==> src/rtl/inst_prefetch_buffer_pkg.sv <==
// rtl/inst_prefetch_buffer_pkg.sv - shared constants, types and helpers for the prefetch buffer
package inst_prefetch_buffer_pkg;

    localparam int DEPTH_DEFAULT  = 4;
    localparam int ADDR_W_DEFAULT = 12;

    // Canonical RISC-V no-op (addi x0, x0, 0)
    localparam logic [31:0] NOP = 32'h0000_0013;

    // Pointer width for a power-of-two FIFO of the given depth
    function automatic int ptr_w(input int depth);
        return $clog2(depth);
    endfunction

    // One buffered instruction together with the byte address it was fetched from
    typedef struct packed {
        logic [31:0]               inst;
        logic [ADDR_W_DEFAULT-1:0] pc;
    } entry_t;

endpackage

==> src/rtl/inst_prefetch_buffer_fifo.sv <==
// rtl/inst_prefetch_buffer_fifo.sv - synchronous FIFO with flush, occupancy count and registered head
module inst_fifo
    import inst_prefetch_buffer_pkg::*;
#(
    parameter int DEPTH = DEPTH_DEFAULT,
    parameter int W     = 32
) (
    input  logic                    CLK,
    input  logic                    RST,
    input  logic                    push_i,
    input  logic [W-1:0]            push_data_i,
    input  logic                    pop_i,
    input  logic                    flush_i,
    output logic [ptr_w(DEPTH):0]   count_o,
    output logic                    head_valid_o,
    output logic [W-1:0]            head_data_o
);

    localparam int PW = ptr_w(DEPTH);

    logic [W-1:0]  mem_q [DEPTH];
    logic [PW-1:0] wr_ptr_q;
    logic [PW-1:0] rd_ptr_q;
    logic [PW:0]   count_q;
    logic          do_push;
    logic          do_pop;

    // Flush and reset both discard whatever is being written this cycle
    assign do_push = push_i && !flush_i;
    assign do_pop  = pop_i && !flush_i && (count_q != '0);

    // Entry storage needs no reset; occupancy decides what is meaningful
    always_ff @(posedge CLK) begin
        if (!RST && do_push) begin
            mem_q[wr_ptr_q] <= push_data_i;
        end
    end

    // Pointers wrap naturally at DEPTH; the extra count bit separates full from empty
    always_ff @(posedge CLK) begin
        if (RST || flush_i) begin
            wr_ptr_q <= '0;
            rd_ptr_q <= '0;
            count_q  <= '0;
        end else begin
            if (do_push) begin
                wr_ptr_q <= wr_ptr_q + 1'b1;
            end
            if (do_pop) begin
                rd_ptr_q <= rd_ptr_q + 1'b1;
            end
            case ({do_push, do_pop})
                2'b10:   count_q <= count_q + 1'b1;
                2'b01:   count_q <= count_q - 1'b1;
                default: count_q <= count_q;
            endcase
        end
    end

    assign count_o      = count_q;
    assign head_valid_o = (count_q != '0);
    assign head_data_o  = mem_q[rd_ptr_q];

endmodule

==> src/rtl/inst_prefetch_buffer.sv <==
// rtl/inst_prefetch_buffer.sv - sequential instruction prefetcher feeding the core through a small FIFO
module inst_prefetch_buffer
    import inst_prefetch_buffer_pkg::*;
#(
    parameter int                DEPTH    = DEPTH_DEFAULT,
    parameter int                ADDR_W   = ADDR_W_DEFAULT,
    parameter logic [ADDR_W-1:0] RESET_PC = '0
) (
    input  logic                    CLK,
    input  logic                    RST,
    output logic                    I_MEM_CSN,
    output logic [ADDR_W-1:0]       I_MEM_ADDR,
    input  logic [31:0]             I_MEM_DI,
    output logic                    INST_VALID,
    output logic [31:0]             INST,
    output logic [ADDR_W-1:0]       INST_PC,
    input  logic                    INST_READY,
    input  logic                    REDIRECT,
    input  logic [ADDR_W-1:0]       REDIRECT_PC,
    output logic [ptr_w(DEPTH):0]   COUNT
);

    localparam int CW = ptr_w(DEPTH) + 1;

    logic [ADDR_W-1:0]  fetch_pc_q;
    logic [ADDR_W-1:0]  fetch_pc_d;
    logic [ADDR_W-1:0]  req_pc_q;
    logic [ADDR_W-1:0]  req_pc_d;
    logic               inflight_q;
    logic               inflight_d;
    logic [CW-1:0]      count;
    logic [CW:0]        credit_used;
    logic               issue;
    logic               push;
    logic               pop;
    logic               head_valid;
    logic [31+ADDR_W:0] head_data;

    // A slot is reserved for every outstanding request; a same-cycle pop earns no credit
    assign credit_used = {1'b0, count} + {{CW{1'b0}}, inflight_q};
    assign issue       = !RST && !REDIRECT && (credit_used < (CW+1)'(DEPTH));

    assign I_MEM_CSN  = !issue;
    assign I_MEM_ADDR = RST ? RESET_PC : fetch_pc_q;

    // Fetch address and outstanding-request tracking; redirect takes priority over issue
    always_comb begin
        fetch_pc_d = fetch_pc_q;
        req_pc_d   = req_pc_q;
        inflight_d = 1'b0;
        if (REDIRECT) begin
            fetch_pc_d = REDIRECT_PC & ~ADDR_W'(3);
        end else if (issue) begin
            fetch_pc_d = fetch_pc_q + ADDR_W'(4);
            req_pc_d   = fetch_pc_q;
            inflight_d = 1'b1;
        end
    end

    // Fetch state registers with synchronous reset to the boot address
    always_ff @(posedge CLK) begin
        if (RST) begin
            fetch_pc_q <= RESET_PC;
            req_pc_q   <= RESET_PC;
            inflight_q <= 1'b0;
        end else begin
            fetch_pc_q <= fetch_pc_d;
            req_pc_q   <= req_pc_d;
            inflight_q <= inflight_d;
        end
    end

    // A response landing during a redirect belongs to the abandoned path and is dropped
    assign push = inflight_q && !REDIRECT;
    assign pop  = head_valid && INST_READY && !REDIRECT;

    inst_fifo #(
        .DEPTH (DEPTH),
        .W     (32 + ADDR_W)
    ) u_fifo (
        .CLK          (CLK),
        .RST          (RST),
        .push_i       (push),
        .push_data_i  ({I_MEM_DI, req_pc_q}),
        .pop_i        (pop),
        .flush_i      (REDIRECT),
        .count_o      (count),
        .head_valid_o (head_valid),
        .head_data_o  (head_data)
    );

    assign INST_VALID = head_valid;
    assign INST       = head_data[31+ADDR_W:ADDR_W];
    assign INST_PC    = head_data[ADDR_W-1:0];
    assign COUNT      = count;

endmodule

==> config.mk <==
export PLATFORM = sky130hd
export DESIGN_NAME = inst_prefetch_buffer
export DESIGN_NICKNAME = d
export VERILOG_FILES = /design/src/rtl/inst_prefetch_buffer_pkg.sv /design/src/rtl/inst_prefetch_buffer_fifo.sv /design/src/rtl/inst_prefetch_buffer.sv
export SDC_FILE = /design/constraint.sdc
export NUM_CORES = 1
export LEC_CHECK = 0
export CAP_MARGIN = 20
export CORE_MARGIN = 1
export CORE_UTILIZATION = 54
export DETAILED_ROUTE_END_ITERATION = 10
export DONT_BUFFER_PORTS = 1
export HOLD_SLACK_MARGIN = 0.12
export PLACE_DENSITY = 0.72
export SLEW_MARGIN = 20
export SYNTH_ARGS = -nofsm -noshare
export SYNTH_HDL_FRONTEND = slang
export SYNTH_SLANG_ARGS = --single-unit
==> constraint.sdc <==
create_clock -name CLK -period 2 [get_ports CLK]
set_input_delay 0.4 -clock CLK [delete_from_list [all_inputs] [get_ports CLK]]
set_output_delay 0.4 -clock CLK [all_outputs]
set_load 0.05 [all_outputs]
After elaboration in Yosys (flattened, before gate mapping)

Memories as Yosys holds them, arrays and structs flattened. A register that Yosys moved wholly into a read port is not among the register bits.
Cells that the tools add are included.

Add/sub/neg operators: 6
$mul: 0
Divide/modulo/power cells: 0
Order comparisons: 1
Equality and inequality tests: 2
Shift operators: 0
Mux-type cells: 9
Bitwise operators: 1
Reduce and logical (&&, ||, !) cells: 18

Operator list:

| kind                                                        | count |
|---|---|
| 2-to-1 mux 12 bit                                           | 3 |
| adder 12 x 3 -> 12 bit (second input constant)              | 1 |
| logical AND 1 bit                                           | 9 |
| case mux 3 bit (2 select lines)                             | 1 |
| adder 2 x 1 -> 2 bit (second input constant)                | 2 |
| adder 3 x 1 -> 4 bit                                        | 1 |
| less-than comparator 4 x 3 -> 1 bit (second input constant) | 1 |
| 2-to-1 mux 2 bit                                            | 2 |
| nonzero test 2 bit                                          | 2 |
| adder 3 x 1 -> 3 bit (second input constant)                | 1 |
| logical NOT 1 bit                                           | 3 |
| 2-to-1 mux 1 bit                                            | 3 |
| nonzero test 3 bit                                          | 1 |
| subtractor 3 x 1 -> 3 bit (second input constant)           | 1 |
| equality test 2 x 1 -> 1 bit (second input constant)        | 1 |
| equality test 2 bit (second input constant)                 | 1 |
| AND reduction 2 bit                                         | 1 |
| OR reduction 2 bit                                          | 1 |
| logical OR 1 bit                                            | 1 |
| NOT 1 bit                                                   | 1 |

Register bits after elaboration: 32
Latch bits: 0
RAM bits: 176
Memory bits (read-only): 0
Input port bits: 48
Output and inout bits: 61
Logic and storage cells: 45
Memories kept: 1

Memories:

| name         | words | width | read ports | clocked after Yosys merged registers in | wr ports | RTL line                        | source |
|---|---|---|---|---|---|---|---|
| u_fifo.mem_q | 4     | 44    | 1          | 1                                       | 1        | inst_prefetch_buffer_fifo.sv:21 | `logic [W-1:0] mem_q [DEPTH];` |

Longest topological paths before layout

Word-level depth: 7
Mapped depth: 9

Modules after synthesis

From an unflattened synthesis, not the netlist that was laid out.

Cell total of the unflattened synthesis: 410
Area, all modules: 7881.3 µm²

By module, submodules not included:

| module               | instances | cells each | area an instance (µm²) | sequential area each (µm²) |
|---|---|---|---|---|
| inst_fifo            | 1         | 280        | 6865.3                 | 5465.2 |
| inst_prefetch_buffer | 1         | 130        | 1016.0                 | 420.4 |

Worst setup path after synthesis

No wires, ideal clock.

Path type: reg-to-reg
Start point: reg u_fifo.count_q[0] (netlist: u_fifo.count_o[0])
End point: reg u_fifo.count_q[2] (netlist: u_fifo.count_o[2])
Library setup time: 0.071 ns
Arrival: 2.599 ns
Data required time: 1.929 ns
Path slack: -0.670 ns
Stages on the path, launching flop included: 9
Period minus slack after synthesis: 2.670 ns
Cell sequence: dfxtp_1 or3_1 and3_1 ha_1 inv_1 fa_1 xor2_1 or3_1 a21oi_1

Cells in the longest elaborated chain, start to end: 7
Elaborated cells between the ends (all ways): 11
Those cells by class: add/sub (2); eq/ne (2); mux (1); reduce/logical (6)

RTL lines:

| element                                                                      | RTL line                        | source |
|---|---|---|
| start, declared                                                              | inst_prefetch_buffer_fifo.sv:24 | `logic [PW:0] count_q;` |
| start signal, assigned                                                       | inst_prefetch_buffer_fifo.sv:53 | `2'b10: count_q <= count_q + 1'b1;` |
| start signal, assigned                                                       | inst_prefetch_buffer_fifo.sv:54 | `2'b01: count_q <= count_q - 1'b1;` |
| start signal, assigned                                                       | inst_prefetch_buffer_fifo.sv:55 | `default: count_q <= count_q;` |
| nonzero test 3 bit *                                                         | inst_prefetch_buffer_fifo.sv:61 | `assign head_valid_o = (count_q != '0);` |
| named net INST_VALID                                                         | inst_prefetch_buffer.sv:14      | `output logic INST_VALID,` |
| logical AND 1 bit (2 in series)                                              | inst_prefetch_buffer.sv:75      | `assign pop = head_valid && INST_READY && !REDIRECT;` |
| logical AND 1 bit                                                            | inst_prefetch_buffer_fifo.sv:30 | `assign do_pop = pop_i && !flush_i && (count_q != '0);` |
| logical AND 1 bit *                                                          | inst_prefetch_buffer_fifo.sv:30 |  |
| equality test 2 x 1 -> 1 bit / equality test 2 bit (equally long branches)   | inst_prefetch_buffer_fifo.sv:52 | `case ({do_push, do_pop})` |
| case mux 3 bit (2 select lines) / nonzero test 2 bit (equally long branches) | n/a                             |  |

The timed path passes the listed nets; every way through them passes the cells marked *.
A chain may end at the register's enable or synchronous reset.

==> metrics.txt <==
TritonCTS clock tree=yes; dominant cell type by area after synthesis=edfxtp_1; full die area=14400 µm²; 1st-pass router iterations=4; Tcrit/Tclk final=107%; FMAX=0.466 GHz; Cell Area, Synth=between 7000 and 8000 µm²; post-route cell area=between 8000 and 9000 µm²; critical path class=reg2out; Area contributors post-synth=edfxtp_1 67%, mux4_2 13%, dfxtp_1 8.0%; Gate Count Post-Synth=403; hold crit path type=in2reg; setup slack after layout=-147 ps; clock power share=roughly 40%; worst ir drop on vdd=0.538 mV; root buffer cell=clkbuf_16; critical path data required time=1600 ps; Int Pwr=about 0.0064 W; most frequent cell after synthesis=edfxtp_1; largest net degree at the start of global routing=43; hold_ws=approximately 140 ps; WP data arrival=1750 ps; critical path's slowest cell=mux4_2; Power Dens Cells=893 nW/µm²; Setup WS pre-CTS=between 60 and 70 ps; Syn. warnings=0; Final min period=2150 ps; clk_lat worst skew=430 ps; Total GRT Usage=19.8%; max_cap viols=0; H-tree depth=4; R2R depth=8; Yosys top cell area share=67.1%; Worst-Margin Slew=717 ps; Num CTS Buffers=17; CP Capture Type=output pin; Synth cell types=43; # IOs=between 100 and 150; placed instance area=~8000 µm²; RSZ-0062 raised after global routing=true; IO buf count=0; failing checks=negative setup slack; CP Depth=2; sw frac=between 20% and 30%; Vias=3730; n_diodes=0; Startpoint Class=flip-flop; Synth top cells by count=168 x edfxtp_1, 42 x mux4_2, 34 x nand2_1; DR vias/cell=5.67; Hold Crit Depth=2; max-slew violations=0; sequence of cells on the critical path=buf_12 > mux4_2; Leak=2.94 nW; Gate power share=4.3%; Post-synth EDFFs=~170; Die Width=120 µm; standard-cell rows=42; setup violators final=42; ys async rst share=0%; routed length per instance=19.9 µm; first-pass GRT wire length=20600 µm; final WL=13100 µm; CP Max Fanout=12; antenna viol nets, final=0; core area=around 13000 µm²; sequential power share=a little under three fifths; Post-Syn Area per Cell=18.7 µm²; Bufs and invs on worst path=1; Sw Pwr=0.00161 W; Fin Setup TNS=-5140 ps; Starting Density=56.1%; CP delay by family, top=multiplexers; Yosys reg bits=198; routability cong.=roughly 0.85; clk slew on worst S/H paths=60 ps; Seq/Total Area, Yosys=75.1%; Most used DFF post-synth=edfxtp_1; Final Hold Viols=0; CP peak stage delay=690 ps; Iteration-0 DRC Markers=283; Die Ht=120 µm; Max-slew headroom=a little over half; GRT Residual Overflow=0; initial antenna violation count=0; clock skew=10.8 ps; status=complete, but fails checks; clock sink total=198; layout cell share with drive strength beyond 1=25.3%; Filler cells=between 800 and 900; post-DP HPWL=7880 µm; post-route DRC violation count=0; final core utilization=66.6%; # nets final=between 500 and 600; Layout area overhead=18.7%; Clock Path Buffers=2; vias in the first global route=3815
==> registers in the layout (all words and copies together) (netlist names), named ones only <==
signal	cells
u_fifo.wr_ptr_q	2
u_fifo.count_o	3
inflight_q	1
req_pc_q	10
u_fifo.mem_q	168
u_fifo.rd_ptr_q	2
fetch_pc_q	10
==> power by group through the flow <==
stage	registers, W	logic (W)	clock network, W
6_report	0.00453	0.000343	0.00310
5_1_grt	0.00453	0.000368	0.00334
4_1_cts	0.00453	0.000342	0.00315
3_5_place_dp	0.00462	0.000251	0
3_3_place_gp	0.00461	0.000250	0
2_1_floorplan	0.00461	0.000221	0
==> layout by cell type (no fill, tap or decap), types with 3 or more instances in the layout <==
master and count:
clkbuf_16 18, mux4_2 42, dfxtp_1 25, conb_1 4, nor2b_1 6, xnor2_1 3, nand2_1 34, inv_1 12
nand3_1 4, a22oi_1 3, nor2_1 13, dlygate4sd3_1 35, and3_2 4, clkinv_2 5, buf_4 22, edfxtp_1 168
a31oi_1 3, ha_1 5, inv_4 4, buf_12 6, dfxtp_4 4, a21oi_1 19
==> layout make-up <==
| cell class | instances | area [µm²] | area share, % |
|---|---|---|---|
| Inverter | 13 | 51.3 | 0.575 |
| Multi-Input combinational cell | 172 | 1740 | 19.5 |
| Clock buffer | 24 | 499 | 5.59 |
| Timing Repair Buffer | 67 | 704 | 7.89 |
| Clock inverter | 8 | 43.8 | 0.491 |
| Tap cell | 176 | 220 | 2.47 |
| Sequential cell | 198 | 5660 | 63.4 |
==> worst reg2reg max path, stage by stage (launching register included) <==
cell and delay (ps):
dfxtp_4 350, or3_4 110, and3_4 190, ha_4 130, inv_1 50, fa_1 360, xor2_1 160, or3_1 300
a21oi_1 140
==> final timing paths <==
kind / startpoint / to / slack (ps)
worst max-delay path: flip-flop / INST_PC[11] / -150
worst min-delay path: REDIRECT_PC[9] / fetch_pc_q[9]$_SDFFE_PP0P_ / 140
worst max register to register: u_fifo.count_o[0]$_SDFFE_PP0P_ / u_fifo.count_o[2]$_SDFFE_PP0P_ / 120
worst min register to register: fetch_pc_q[11]$_SDFFE_PP0P_ / req_pc_q[11]$_SDFFE_PP0P_ / 500
==> per-stage QoR <==
| step | cells | total power, W |
|---|---|---|
| floorplan | 406 | 0.00483 |
| global placement | 589 | 0.00486 |
| detailed placement | 589 | 0.00487 |
| CTS | 658 | 0.00802 |
| global route | 658 | 0.00823 |
| finish | 658 | 0.00797 |
==> cell families after synthesis <==
logic type	synth area share (%)
AO/OA/AOI/OAI	2.96
XOR/XNOR	0.583
adder cells (fa/ha/maj)	1.26
buffers and inverters	2.23
flip-flops	75.1
multiplexers	12.9
other	0.0499
AND/OR/NAND/NOR	4.94
==> metal layers <==
| metal | share of wire [%] | vias to the layer above | GRT usage, % |
|---|---|---|---|
| met5 | 0 | - | 0 |
| met4 | 1.6 | 0 | 7.03 |
| met3 | 5.8 | 15 | 6.27 |
| met2 | 51 | 118 | 32.7 |
| met1 | 42 | 1887 | 24.6 |
| li1 | - | 1710 | - |
==> repair_timing <==
action	CTS	global route
setup buffers	1	0
hold endpoints to repair	147	0
hold buffers	35	0
endpoints found under the setup margin	43	43
gates cloned	1	0
gates resized for setup	4	3
Power figures use the tool's default switching activity.
